<file path="src/rtl/note_scheduler.sv">
// Song sequencer: walks the chart ROM, issues per-lane launch pulses when the
// song frame reaches each entry, and accumulates score/combo from hit/miss pulses.
module note_scheduler #(
    parameter int unsigned NUM_LANES  = 4,
    parameter int unsigned CHART_AW   = 8,
    parameter int unsigned HIT_POINTS = 10,
    parameter logic [7:0]  START_KEY  = 8'h2C,
    parameter logic [7:0]  RESET_KEY  = 8'h01
) (
    input  logic                 frame_clk,
    input  logic                 Reset,
    input  logic [7:0]           keycode,
    input  logic [7:0]           keycode_second,
    output logic [CHART_AW-1:0]  chart_addr,
    input  logic [15:0]          chart_data,
    input  logic [NUM_LANES-1:0] lane_busy,
    input  logic [NUM_LANES-1:0] hit,
    input  logic [NUM_LANES-1:0] miss,
    output logic [NUM_LANES-1:0] launch,
    output logic [15:0]          score,
    output logic [7:0]           combo,
    output logic [7:0]           max_combo,
    output logic [11:0]          song_frame,
    output logic                 song_done,
    output logic [1:0]           state
);

    localparam logic [1:0] IDLE  = 2'd0;
    localparam logic [1:0] FETCH = 2'd1;
    localparam logic [1:0] CHECK = 2'd2;
    localparam logic [1:0] DONE  = 2'd3;

    logic                entry_end;
    logic [1:0]          entry_lane;
    logic [11:0]         entry_frame;
    logic                lane_ok;
    logic [3:0]          busy_pad;
    logic                start_pressed;
    logic                reset_pressed;
    logic                addr_last;

    logic [1:0]          state_next;
    logic                end_flag;
    logic                end_next;
    logic [CHART_AW-1:0] addr_next;
    logic [3:0]          launch_next;
    logic                song_clear;
    logic                advance;

    logic                active;
    logic [2:0]          hit_count;
    logic [31:0]         score_sum;
    logic [31:0]         combo_sum;
    logic [15:0]         score_next;
    logic [7:0]          combo_next;
    logic [7:0]          max_next;

    always_comb begin
        entry_end     = chart_data[15];
        entry_lane    = chart_data[14:13];
        entry_frame   = chart_data[11:0];
        lane_ok       = (32'(entry_lane) < NUM_LANES);
        start_pressed = (keycode == START_KEY) || (keycode_second == START_KEY);
        reset_pressed = (keycode == RESET_KEY) || (keycode_second == RESET_KEY);
        addr_last     = (chart_addr == '1);
    end

    // Lane field is 2 bits; pad busy so narrower lane counts index safely.
    always_comb begin
        busy_pad                = '0;
        busy_pad[NUM_LANES-1:0] = lane_busy;
    end

    always_comb begin
        state_next  = state;
        end_next    = end_flag;
        addr_next   = chart_addr;
        launch_next = '0;
        song_clear  = 1'b0;
        advance     = 1'b0;

        case (state)
            IDLE: begin
                if (start_pressed) begin
                    state_next = FETCH;
                    addr_next  = '0;
                    end_next   = 1'b0;
                    song_clear = 1'b1;
                end
            end
            FETCH: begin
                state_next = CHECK;
            end
            CHECK: begin
                if (end_flag) begin
                    if (lane_busy == '0) begin
                        state_next = DONE;
                    end
                end else if (entry_end) begin
                    end_next = 1'b1;
                end else if (song_frame >= entry_frame) begin
                    if (!lane_ok) begin
                        advance = 1'b1;
                    end else if (!busy_pad[entry_lane]) begin
                        launch_next[entry_lane] = 1'b1;
                        advance                 = 1'b1;
                    end
                end

                // Running off the end of the ROM acts like an end marker.
                if (advance) begin
                    if (addr_last) begin
                        end_next = 1'b1;
                    end else begin
                        addr_next  = chart_addr + 1'b1;
                        state_next = FETCH;
                    end
                end
            end
            default: begin
                if (reset_pressed) begin
                    state_next = IDLE;
                end
            end
        endcase
    end

    always_comb begin
        active    = (state == FETCH) || (state == CHECK);
        hit_count = '0;
        for (int unsigned i = 0; i < NUM_LANES; i++) begin
            hit_count = hit_count + 3'(hit[i]);
        end

        score_sum  = 32'(score) + 32'(hit_count) * HIT_POINTS;
        score_next = (score_sum > 32'hFFFF) ? 16'hFFFF : score_sum[15:0];

        combo_sum = 32'(combo) + 32'(hit_count);
        if (miss != '0) begin
            combo_next = '0;
        end else if (combo_sum > 32'd255) begin
            combo_next = 8'hFF;
        end else begin
            combo_next = combo_sum[7:0];
        end

        max_next = (combo_next > max_combo) ? combo_next : max_combo;
    end

    always_ff @(posedge frame_clk or posedge Reset) begin
        if (Reset) begin
            state      <= IDLE;
            end_flag   <= 1'b0;
            chart_addr <= '0;
            launch     <= '0;
            song_done  <= 1'b0;
        end else begin
            state      <= state_next;
            end_flag   <= end_next;
            chart_addr <= addr_next;
            launch     <= launch_next[NUM_LANES-1:0];
            song_done  <= (state_next == DONE);
        end
    end

    always_ff @(posedge frame_clk or posedge Reset) begin
        if (Reset) begin
            score      <= '0;
            combo      <= '0;
            max_combo  <= '0;
            song_frame <= '0;
        end else if (song_clear) begin
            score      <= '0;
            combo      <= '0;
            max_combo  <= '0;
            song_frame <= '0;
        end else if (active) begin
            score     <= score_next;
            combo     <= combo_next;
            max_combo <= max_next;
            if (song_frame != '1) begin
                song_frame <= song_frame + 1'b1;
            end
        end
    end

endmodule

</file>
<file path="config.mk">
export PLATFORM = sky130hd
export DESIGN_NAME = note_scheduler
export DESIGN_NICKNAME = d
export VERILOG_FILES = /design/src/rtl/note_scheduler.sv
export SDC_FILE = /design/constraint.sdc
export NUM_CORES = 1
export LEC_CHECK = 0
export CAP_MARGIN = 0
export CORE_MARGIN = 2
export CORE_UTILIZATION = 50
export CTS_CLUSTER_SIZE = 25
export DETAILED_ROUTE_END_ITERATION = 8
export DONT_BUFFER_PORTS = 1
export PLACE_DENSITY_LB_ADDON = 0.12
export SLEW_MARGIN = 20
export SYNTH_ARGS = -nofsm -noshare
export SYNTH_HDL_FRONTEND = slang
export SYNTH_SLANG_ARGS = --single-unit
export TNS_END_PERCENT = 1
</file>
<file path="constraint.sdc">
create_clock -name frame_clk -period 2.8 [get_ports frame_clk]
set_clock_uncertainty 0.15 [all_clocks]
set_input_delay 0.42 -clock frame_clk [delete_from_list [all_inputs] [get_ports frame_clk]]
set_output_delay 0.42 -clock frame_clk [all_outputs]
set_load 0.005 [all_outputs]
</file>
==> results.md, run 1 <==
* Largest net degree at the start of global routing at 34
* Total stage count of the critical path at 14
* Slowest CP cell: fa_1
* Adder-Cell Fraction of Synth Area at 13.38%
* Ant. Diodes at 0
* Slew HR at 37.35%
* Required @ worst endpoint at 2890 ps
* Final setup viols at 24
* Syn Area/Cell at 9.120 µm²
* P_leak at 2.317 nW
* FMAX at 288.9 MHz
* Initial DRC count at 143
* Ranking of synthesized cells by area: dfrtp_1 (38%), ha_1 (12%), a21oi_1 (4.4%)
* All-layer global routing usage at 24.51%
* Yosys warns at 0
* Most numerous cell on the critical path: ha_1
* Cell with the most instances after synthesis: dfrtp_1
* Longest Clk Path Bufs at 2
* Setup TNS at -6987 ps
* Fraction of layout cells with a size suffix above 1 at 22.02%
* Die Width at 93.49 µm
* Buffers on Ports at 0
* First-pass GRT wire length at 16850 µm
* Top Family by Delay on Critical Path: adder cells
* Status: complete, but fails checks
* Vias in the first global route at 3541
* Mux contribution to synthesized area at 2.063%
* Detailed placer's ending HPWL at 7387 µm
* Final Critical Period at 3461 ps
* R2r setup slk at -180 ps
* Vias at 3557
* Pins Over Slew Limit at 0
* Post-synth EDFFs at 0
* Synth Register Bits at 60
* Largest family of logic cells by synthesized area: compound AO/OA/AOI/OAI gates
* CTS tree: done
* Routed Wire Length at 10310 µm
* Syn Inst Count at 439
* Clock root cell: clkbuf_8
* Simple-gate share of the synthesized area at 19.38%
* Max Cap Viol at 0
* Most common library cells after synthesis: dfrtp_1 (60), ha_1 (38), a21oi_1 (35), inv_1 (35), nor2_1 (32)
* Compound-Gate Fraction of Synth Area at 19.44%
* Least-Margin Pin Slew at 931.8 ps
* H-tree depth at 3
* Cts bufs inserted at 9
* CP Launch Type: input pin
* Clk slew on worst S/H paths at 80 ps
* HP Class: in -> reg
* Fin util at 65.12%
* Leading area contributor after synthesis: dfrtp_1
* CTS sink cnt at 60
* Synth Cell Area at 4004 µm²
* CP Capture Type: flip-flop
* Crit Path Class: in -> reg
* Yosys top cell area share at 37.50%
* Critical Path Max Stage Delay at 500 ps
* Arrival time at the worst endpoint at 3550 ps
* Ys flop type: dfrtp_1
* Grt ovf at 0
* Final-report hold violation count at 0
* GPL Wtd Cong at 0.8878
* CP bufs+invs at 0
* Sequential share of the synthesized area at 37.50%
* Synth Area in XOR/XNOR at 3.719%
* Die ar. at 8739 µm²
* Mapped Nets at 526
* Crit-path max FO at 7
* DRT Pass-1 Iters at 4
* Synth unique cells at 54
* Failing checks: negative setup slack
* Wire per inst at 17.01 µm
* Critical path, cell by cell: fa_1, ha_1, ha_1, fa_2, a21oi_4, nor3_2, o21ba_2, ha_1, a21oi_1, nor2_1, a211oi_2, a21oi_4, and2_4, a22o_1
* Antenna violations before repair at 0
* Worst reg2reg path depth at 12
* Peak supply drop at 0.0003599 V
* I/O Pins at 105
* Final period utilization at 123.6%
* Vias per Instance at 5.870
* Asr flop ratio synth at 100.0%
* Row cnt at 32
* Routed Antenna Nets at 0
* Final setup margin at -661.0 ps
* # DRC at 0
* Hold depth at 1
* Die Height at 93.49 µm
* Final net count at 586
* Initial core utilization at 51.81%
* Area delta synth->final at 25.69%
* RSZ-0062 raised after global routing: yes
* Core box area at 7727 µm²
* Clock Latency Late Sink at 340 ps
* Power per cell area at 682.4 nW/µm²
==> cell usage in the layout, fill, tap and decap left out, types with 9 or more instances in the layout <==
master / n
o21ai_0: 18
clkbuf_8: 9
nor2_1: 31
buf_4: 55
and3_1: 14
nand2_1: 29
ha_1: 28
xor2_1: 11
inv_1: 34
nand3_1: 15
nand4_1: 9
dfrtp_1: 60
a21oi_1: 26
==> layer usage <==
layer / vias to the layer above / track usage [%] / part of all wire [%]
met5: - / 0 / 0
met3: 9 / 6.930 / 5.8
met1: 1719 / 31.87 / 44
met2: 97 / 40.41 / 49
met4: 0 / 6.005 / 0.88
li1: 1732 / - / -
==> through the flow <==
step           std cells  setup slack (ps)  cell area, µm²  hold WS (ps)  power, mW
3_3_place_gp         582             -1100            4524         226.5      2.275
4_1_cts              606            -630.9            4995         63.17      3.420
6_report             606            -661.0            5032         71.29      3.434
5_1_grt              606            -802.4            5032         60.64      3.678
3_5_place_dp         582             -1199            4524         225.2      2.316
2_1_floorplan        439             -1003            4030         339.8      1.910
==> path summary, 6_finish.rpt <==
check / start / endpoint
min reg2reg: score[0] / score[0]
max in group asynchronous: Reset / combo[5]
min in group asynchronous: Reset / launch[2]
max: hit[3] / max_combo[5]
max reg2reg: combo[0] / max_combo[5]
min: chart_data[13] / launch[1]
==> layout make-up <==
class / count / area (µm²)
Multi-Input combinational cell: 331 / 2535
Clock inverter: 7 / 123.9
Tap cell: 102 / 127.6
Fill cell: 615 / 2695
Inverter: 36 / 135.1
Sequential cell: 60 / 1501
Timing Repair Buffer: 61 / 485.5
Clock buffer: 9 / 123.9
==> logic make-up (layout without fill, tap and decap cells) <==
| family | count (synthesis) | in the layout |
|---|---|---|
| buffers and inverters | 48 | 113 |
| XOR/XNOR | 17 | 17 |
| AND/OR/NAND/NOR | 147 | 147 |
| flip-flops | 60 | 60 |
| multiplexers | 7 | 7 |
| adder cells (fa/ha/maj) | 41 | 41 |
| AO/OA/AOI/OAI | 119 | 119 |
==> where the power goes <==
group          switching, mW  internal (mW)
combinational          0.587          0.593
clock                  0.395          0.597
sequential             0.232           1.03
total                   1.21           2.22
==> state kept, by name, indices dropped and copies added, names as in the netlist <==
signal,cells
max_combo,8
chart_addr,8
song_done,1
song_frame,12
end_flag,1
combo,8
score,16
launch,4
state,2
==> timing repair <==
action,in CTS,in global routing
pin swaps,20,2
hold endpoints to repair,26,0
endpoints found under the setup margin,25,25
gates resized for setup,31,9
hold buffers,3,0
buffers inserted,5,0
Power figures use the tool's default switching activity.
==> run 2: changes to the inputs <==
--- a/config.mk
+++ b/config.mk
@@ -5,9 +5,10 @@
 export SDC_FILE = /design/constraint.sdc
 export NUM_CORES = 1
 export LEC_CHECK = 0
+export ABC_AREA = 1
 export CAP_MARGIN = 0
 export CORE_MARGIN = 2
-export CORE_UTILIZATION = 50
+export CORE_UTILIZATION = 35
 export CTS_CLUSTER_SIZE = 25
 export DETAILED_ROUTE_END_ITERATION = 8
 export DONT_BUFFER_PORTS = 1
==> run 2 against run 1 <==
The flow still finishes with violations (negative setup slack). Worst hold slack improved by 28 ps. First-iteration DRC count decreased by 1.4%. Power rose by 22%. Sequential share of layout area decreased by 1.8 points. Clock power barely moved. Flip-flop and latch count did not move. Cell area rose by 6.4%. Critical path type unchanged.
==> results.md, run 2 <==
* Status: complete, but fails checks (unchanged)
* Failing checks: negative setup slack (unchanged)
* Final net count at 737 (was 586)
* H-tree depth at 3 (unchanged)
* Final setup viols at 20 (was 24)
* Pins Over Slew Limit at 0 (unchanged)
* GPL Wtd Cong at 0.8448 (was 0.8878)
* Initial DRC count at 141 (was 143)
* Synth Area in XOR/XNOR at 3.188% (was 3.719%)
* Post-DP Area at 4908 µm² (was 4524 µm²)
* P_leak at 2.707 nW (was 2.317 nW)
* Mapped Nets at 691 (was 526)
* Setup TNS at -5627 ps (was -6987 ps)
* Die Width at 116.1 µm (was 93.49 µm)
* Largest family of logic cells by synthesized area: simple AND/OR/NAND/NOR gates (was compound AO/OA/AOI/OAI gates)
* Crit-path max FO at 5 (was 7)
* Final setup margin at -569.2 ps (was -661.0 ps)
* Clock root cell: clkbuf_16 (was clkbuf_8)
* FF+latch area at 1501 µm² (unchanged)
* Vias at 4018 (was 3557)
* CP Capture Type: flip-flop (unchanged)
* Power per cell area at 782.5 nW/µm² (was 682.4 nW/µm²)
* CTS tree: done (unchanged)
* Die Height at 116.1 µm (was 93.49 µm)
* Synth Cell Area at 4395 µm² (was 4004 µm²)
* Detailed placer's ending HPWL at 8753 µm (was 7387 µm)
* I/O Pins at 105 (unchanged)
* Final Critical Period at 3369 ps (was 3461 ps)
* Least-Margin Pin Slew at 783.8 ps (was 931.8 ps)
* HP Class: in -> reg (unchanged)
* All-layer global routing usage at 17.97% (was 24.51%)
* Arrival time at the worst endpoint at 3450 ps (was 3550 ps)
* Vias in the first global route at 3952 (was 3541)
* Cts bufs inserted at 9 (unchanged)
* Clk slew on worst S/H paths at 50 ps (was 80 ps)
* Grt ovf at 0 (unchanged)
* Yosys top cell area share at 34.16% (was 37.50%)
* Required @ worst endpoint at 2880 ps (was 2890 ps)
* Antenna violations before repair at 0 (unchanged)
* Leading area contributor after synthesis: dfrtp_1 (unchanged)
* DRT Pass-1 Iters at 4 (unchanged)
* Crit Path Class: in -> reg (unchanged)
* FMAX at 296.8 MHz (was 288.9 MHz)
* Compound-Gate Fraction of Synth Area at 8.767% (was 19.44%)
* Peak supply drop at 0.0002439 V (was 0.0003599 V)
* Ranking of synthesized cells by area: dfrtp_1 (34%), nand2_1 (14%), ha_1 (11%) (was dfrtp_1 (38%), ha_1 (12%), a21oi_1 (4.4%))
* Yosys warns at 0 (unchanged)
* Initial core utilization at 36.29% (was 51.81%)
* Max Cap Viol at 0 (unchanged)
* Simple-gate share of the synthesized area at 32.39% (was 19.38%)
* Die ar. at 13470 µm² (was 8739 µm²)
* Area delta synth->final at 21.86% (was 25.69%)
* Asr flop ratio synth at 100.0% (unchanged)
* Ant. Diodes at 0 (unchanged)
* Syn Inst Count at 604 (was 439)
* Mux contribution to synthesized area at 0% (was 2.063%)
* Longest Clk Path Bufs at 2 (unchanged)
* Routed Antenna Nets at 0 (unchanged)
* Top reg by flops: score (unchanged)
* CP Launch Type: input pin (unchanged)
* Final-report hold violation count at 0 (unchanged)
* Core box area at 12110 µm² (was 7727 µm²)
* RSZ-0062 raised after global routing: yes (unchanged)
* Syn Area/Cell at 7.277 µm² (was 9.120 µm²)
* Commonest cells after routing, fill and taps aside: nand2_1 (158), inv_1 (89), dfrtp_1 (60) (was dfrtp_1 (60), buf_4 (55), inv_1 (34))
* Final period utilization at 120.3% (was 123.6%)
* Most common library cells after synthesis: nand2_1 (168), inv_1 (91), dfrtp_1 (60) (was dfrtp_1 (60), ha_1 (38), a21oi_1 (35), inv_1 (35), nor2_1 (32))
* Largest net degree at the start of global routing at 35 (was 34)
* Largest registers: score: 16 flops, song_frame: 12 flops (unchanged)
* Vias per Instance at 4.882 (was 5.870)
* Fin util at 44.23% (was 65.12%)
* Slew HR at 47.67% (was 37.35%)
* Row cnt at 40 (was 32)
* Wire per inst at 14.02 µm (was 17.01 µm)
* Adder-Cell Fraction of Synth Area at 12.18% (was 13.38%)
* Buffers on Ports at 0 (unchanged)
* Sequential share of the synthesized area at 34.16% (was 37.50%)
* Fillcell total at 1269 (was 615)
* Max reg flops at 16 (unchanged)
* Synth unique cells at 38 (was 54)
* Fraction of layout cells with a size suffix above 1 at 18.32% (was 22.02%)
* Design Power at 4.191 mW (was 3.434 mW)
* Synth Register Bits at 60 (unchanged)
* Clock Latency Late Sink at 340 ps (about the same)
* Finished layout cell area at 5356 µm² (was 5032 µm²)
* Cell with the most instances after synthesis: nand2_1 (was dfrtp_1)
* Ys flop type: dfrtp_1 (unchanged)
* Multi-input logic area at 2654 µm² (was 2535 µm²)
* Post-synth EDFFs at 0 (unchanged)
* Routed Wire Length at 11540 µm (was 10310 µm)
* CTS sink cnt at 60 (unchanged)
* First-pass GRT wire length at 18890 µm (was 16850 µm)
* # DRC at 0 (unchanged)
* Most common cell after layout, fill and taps aside: nand2_1 (was dfrtp_1)
==> run 2: cell types whose count changed in the layout (fill, tap and decap cells not counted), sizes merged, moves of 8 or more <==
cell    delta
nor2      +12
nand2    +145
inv       +61
nand3     +39
and3      -13
a21oi     -14
a211oi     -9
buf       -18
o21ai     +10
nor3       +8
==> run 2: cells by family after synthesis <==
kind of cell | count (synthesis)
buf+inv | 106
simple gates | 317
fa+ha+maj | 41
xor+xnor | 16
compound gates | 64
flops | 60
==> run 2: path summary, 6_finish.rpt <==
| kind | from | endpoint | slack, ps | cells after the start |
|---|---|---|---|---|
| worst max-delay path | hit[3] | max_combo[6] | -570 | 20 |
| worst min-delay path | chart_data[14] | launch[2] | 100 | 2 |
| worst max register to register | combo[0] | max_combo[6] | -30 | 18 |
| worst min register to register | score[0] | score[0] | 370 | 2 |
| max in group asynchronous | Reset | combo[2] | 1340 | 3 |
| min in group asynchronous | Reset | score[13] | 540 | 2 |
==> run 2: repair_timing <==
item,4_1_cts,5_1_grt
setup endpoints to repair,24,25
setup buffers,0,2
hold buffers,3,0
gates resized for setup,17,14
hold endpoints to repair,36,0
pin swaps,9,12
cloned,1,0
==> run 2: routing by layer <==
metal	routed length, µm	vias to the layer above	GRT usage (%)
li1	-	2046	-
met5	0	-	0
met1	5336	1857	23.07
met2	5349	101	28.89
met3	660	14	4.759
met4	194	0	7.222
==> run 2: through the flow <==
stage	cells	hold WS, ps	setup slack, ps
3_3_place_gp	801	342.0	-868.4
6_report	823	98.81	-569.2
3_5_place_dp	801	343.0	-957.4
4_1_cts	821	80.87	-552.9
2_1_floorplan	604	322.5	-815.0
5_1_grt	823	119.6	-721.5
==> run 2: layout make-up <==
class                      instances  area share [%]
clock inverter                     5          0.5139
timing repair buffer              43           6.400
clock buffer                      11           4.532
multi-input combinational        438           49.54
tap                              168           3.924
sequential                        60           28.03
inverter                          97           6.938
timing repair inverter             1          0.1168
==> run 2: worst max-delay path: stages <==
cell and delay [ps]:
fa_2 610, ha_4 150, ha_4 210, ha_4 260
a21o_1 110, nand2_2 80, a21oi_4 170, nand2_2 90
nor3_4 190, nor2_2 60, ha_1 300, nand2_2 60
nor2_2 90, nand2_1 60, o211ai_1 100, nand3_2 140
nand2_4 130, clkinv_4 80, nand2_1 70, o21ai_2 50
==> run 2: report_power, final <==
| group | switching, mW | internal [mW] | leakage [nW] | total [mW] |
|---|---|---|---|---|
| clock | 0.407 | 0.616 | 0.135 | 1.02 |
| combinational | 1.09 | 0.718 | 1.78 | 1.81 |
| sequential | 0.302 | 1.06 | 0.790 | 1.36 |
==> run 3: changes to the inputs <==
--- a/config.mk
+++ b/config.mk
@@ -5,14 +5,12 @@
 export SDC_FILE = /design/constraint.sdc
 export NUM_CORES = 1
 export LEC_CHECK = 0
-export ABC_AREA = 1
 export CAP_MARGIN = 0
 export CORE_MARGIN = 2
 export CORE_UTILIZATION = 35
 export CTS_CLUSTER_SIZE = 25
 export DETAILED_ROUTE_END_ITERATION = 8
 export DONT_BUFFER_PORTS = 1
-export PLACE_DENSITY_LB_ADDON = 0.12
 export SLEW_MARGIN = 20
 export SYNTH_ARGS = -nofsm -noshare
 export SYNTH_HDL_FRONTEND = slang
==> constraint.sdc (replaced) <==
create_clock -name frame_clk -period 3.1 [get_ports frame_clk]
set_clock_uncertainty 0.15 [all_clocks]
set_input_delay 0.465 -clock frame_clk [delete_from_list [all_inputs] [get_ports frame_clk]]
set_output_delay 0.465 -clock frame_clk [all_outputs]
set_load 0.005 [all_outputs]
==> run 3 against run 2 <==
The flow still finishes with violations (negative setup slack). Cell count fell by 23%. Critical endpoint is now max_combo[2]. Sequential power down 14%. First-iteration DRC count is 6.4% lower. Global-route usage down 0.22 points. Largest cell class unchanged. Routed wire length decreased by 6.7%. Critical path type unchanged.
==> results.md, run 3 (synthesized netlist as in run 1, its figures left out) <==
* Status: complete, but fails checks (unchanged)
* Failing checks: negative setup slack (unchanged)
* Longest Clk Path Bufs at 2 (unchanged)
* Grt ovf at 0 (unchanged)
* CTS sink cnt at 60 (unchanged)
* Multi-input logic area at 2550 µm² (was 2654 µm²)
* DP Worst Slack at -965.9 ps (was -957.4 ps)
* Commonest cells after routing, fill and taps aside: dfrtp_1 (60), buf_4 (43), inv_1 (34) (was nand2_1 (158), inv_1 (89), dfrtp_1 (60))
* CP Capture Type: flip-flop (unchanged)
* GPL Wtd Cong at 0.8149 (was 0.8448)
* Vias in the first global route at 3643 (was 3952)
* Final period utilization at 117.2%
* Pins Over Slew Limit at 0 (unchanged)
* Final Critical Period at 3634 ps
* Crit Path Class: in -> reg (unchanged)
* Top reg by flops: score (unchanged)
* CTS tree: done (unchanged)
* Final net count at 570 (was 737)
* Max reg flops at 16 (unchanged)
* Clock Latency Late Sink at 330 ps (was 340 ps)
* Reg2reg end: max_combo[2] (was max_combo[6])
* Area delta synth->final at 25.78% (was 21.86%)
* Slew HR at 31.37% (was 47.67%)
* Ant. Diodes at 0 (unchanged)
* Cts bufs inserted at 9 (unchanged)
* Fillcell total at 1088 (was 1269)
* Detailed placer's ending HPWL at 7798 µm (was 8753 µm)
* Least-Margin Pin Slew at 1021 ps (was 783.8 ps)
* Die Height at 111.0 µm (was 116.1 µm)
* Routed Wire Length at 10770 µm (was 11540 µm)
* CP Launch Type: input pin (unchanged)
* Initial core utilization at 35.52% (was 36.29%)
* Antenna violations before repair at 0 (unchanged)
* Grt met2 use at 30.59% (was 28.89%)
* Final setup margin at -533.9 ps (was -569.2 ps)
* Buffers on Ports at 0 (unchanged)
* Die Width at 111.0 µm (was 116.1 µm)
* HP Class: in -> reg (unchanged)
* Crit Reg-Reg Startpoint: combo[0] (unchanged)
* M3 GR Usage at 4.702% (was 4.759%)
* Most common cell after layout, fill and taps aside: dfrtp_1 (was nand2_1)
* Met1 Track Usage GR at 21.72% (was 23.07%)
* Vias per Instance at 5.626 (was 4.882)
* Post-DP Area at 4471 µm² (was 4908 µm²)
* Hold Crit Endpoint: launch[0] (was launch[2])
* P_leak at 2.294 nW (was 2.707 nW)
* Clock root cell: clkbuf_16 (unchanged)
* Max Cap Viol at 0 (unchanged)
* Finished layout cell area at 5036 µm² (was 5356 µm²)
* RSZ-0062 raised after global routing: yes (unchanged)
* All-layer global routing usage at 17.75% (was 17.97%)
* Final-report hold violation count at 0 (unchanged)
* Largest registers: score: 16 flops, song_frame: 12 flops (unchanged)
* Core box area at 11270 µm² (was 12110 µm²)
* Top Usage Layer GRT: met2 (unchanged)
* Final setup viols at 10 (was 20)
* Hold Path Origin: chart_data[14] (unchanged)
* Wire per inst at 17.07 µm (was 14.02 µm)
* Peak supply drop at 0.0003197 V (was 0.0002439 V)
* FMAX at 275.2 MHz
* Vias at 3550 (was 4018)
* Worst reg2reg path depth at 13 (was 18)
* Fraction of layout cells with a size suffix above 1 at 19.88% (was 18.32%)
* DRT Pass-1 Iters at 4 (unchanged)
* Largest net degree at the start of global routing at 37 (was 35)
* Row cnt at 39 (was 40)
* Routed Antenna Nets at 0 (unchanged)
* # DRC at 0 (unchanged)
* R2r setup slk at 70 ps (was -30 ps)
* Clk slew on worst S/H paths at 60 ps (was 50 ps)
* Arrival time at the worst endpoint at 3700 ps (was 3450 ps)
* Die ar. at 12310 µm² (was 13470 µm²)
* Hold depth at 1 (was 2)
* FF+latch area at 1501 µm² (unchanged)
* First-pass GRT wire length at 17740 µm (was 18890 µm)
* Crit-path max FO at 7 (was 5)
* Initial DRC count at 132 (was 141)
* I/O Pins at 105 (unchanged)
* Required @ worst endpoint at 3170 ps (was 2880 ps)
* H-tree depth at 3 (unchanged)
* Power per cell area at 639.3 nW/µm² (was 782.5 nW/µm²)
[run 3: changes by cell type in the layout (fill, tap and decap cells not counted), moves of 7 or more]
| cell | before | now |
|---|---|---|
| a211oi_1 | 1 | 8 |
| a21oi_1 | 14 | 29 |
| a22o_1 | 0 | 7 |
| and3_1 | 1 | 13 |
| inv_1 | 89 | 34 |
| nand2_1 | 158 | 29 |
| nand2_2 | 15 | 0 |
| nand3_1 | 51 | 16 |
| nor2b_1 | 0 | 7 |
| nor3_1 | 16 | 6 |
[run 3: cell type report]
class | count | area share, %
multi-input cells | 331 | 50.63
flip-flops and latches | 60 | 29.81
repair buffers | 45 | 7.006
clock buffers | 11 | 4.820
well taps | 143 | 3.553
inverters | 36 | 2.683
clock inverters | 5 | 1.491
[run 3: worst max-delay path, stage by stage]
cell	delay (ps)
fa_1	560
buf_4	130
ha_4	190
ha_2	180
fa_2	370
a21oi_4	230
nor3b_2	100
a21boi_1	190
o21a_1	190
ha_1	250
nand2_1	60
nor2_1	40
a211oi_2	250
a21oi_4	120
and2_4	180
a22o_1	180
[run 3: metrics by stage]
step / power (mW) / cells / util (%) / hold WS (ps) / TNS (ps)
CTS: 3.207 / 631 / 44.31 / 36.83 / -3636
floorplan: 1.725 / 439 / - / 356.4 / -8666
detailed placement: 2.040 / 609 / 39.66 / 294.9 / -15180
global placement: 2.009 / 609 / 39.66 / 288.5 / -13720
global route: 3.448 / 631 / 44.68 / 36.89 / -6247
finish: 3.219 / 631 / 44.68 / 46.67 / -4289
[run 3: how the worst max path moves through the flow]
stage,from,to,cells past startpoint
2_1_floorplan,hit[0],max_combo[1],16
4_1_cts,hit[3],max_combo[5],15
3_3_place_gp,hit[0],max_combo[7],14
6_report,hit[3],max_combo[2],16
3_5_place_dp,hit[0],max_combo[2],15
5_1_grt,hit[3],max_combo[1],16
[run 3: routing by layer]
| metal | wire length, µm | part of all wire (%) | up-vias |
|---|---|---|---|
| met4 | 149 | 1.4 | 0 |
| li1 | - | - | 1689 |
| met1 | 4816 | 45 | 1772 |
| met5 | 0 | 0 | - |
| met2 | 5240 | 49 | 80 |
| met3 | 566 | 5.3 | 9 |
[run 3: timing repair]
item,4_1_cts,5_1_grt
buffers inserted,5,0
endpoints found under the hold margin,24,0
pin swaps,24,5
endpoints found under the setup margin,24,24
hold buffers,1,0
gates cloned,0,0
gates resized for setup,28,10
[run 3: report_power, final]
group | total, mW | internal, mW | switching (mW)
Clock | 1.09 | 0.722 | 0.369
Sequential | 1.17 | 0.932 | 0.240
Combinational | 0.956 | 0.480 | 0.476
Total | 3.22 | 2.13 | 1.09
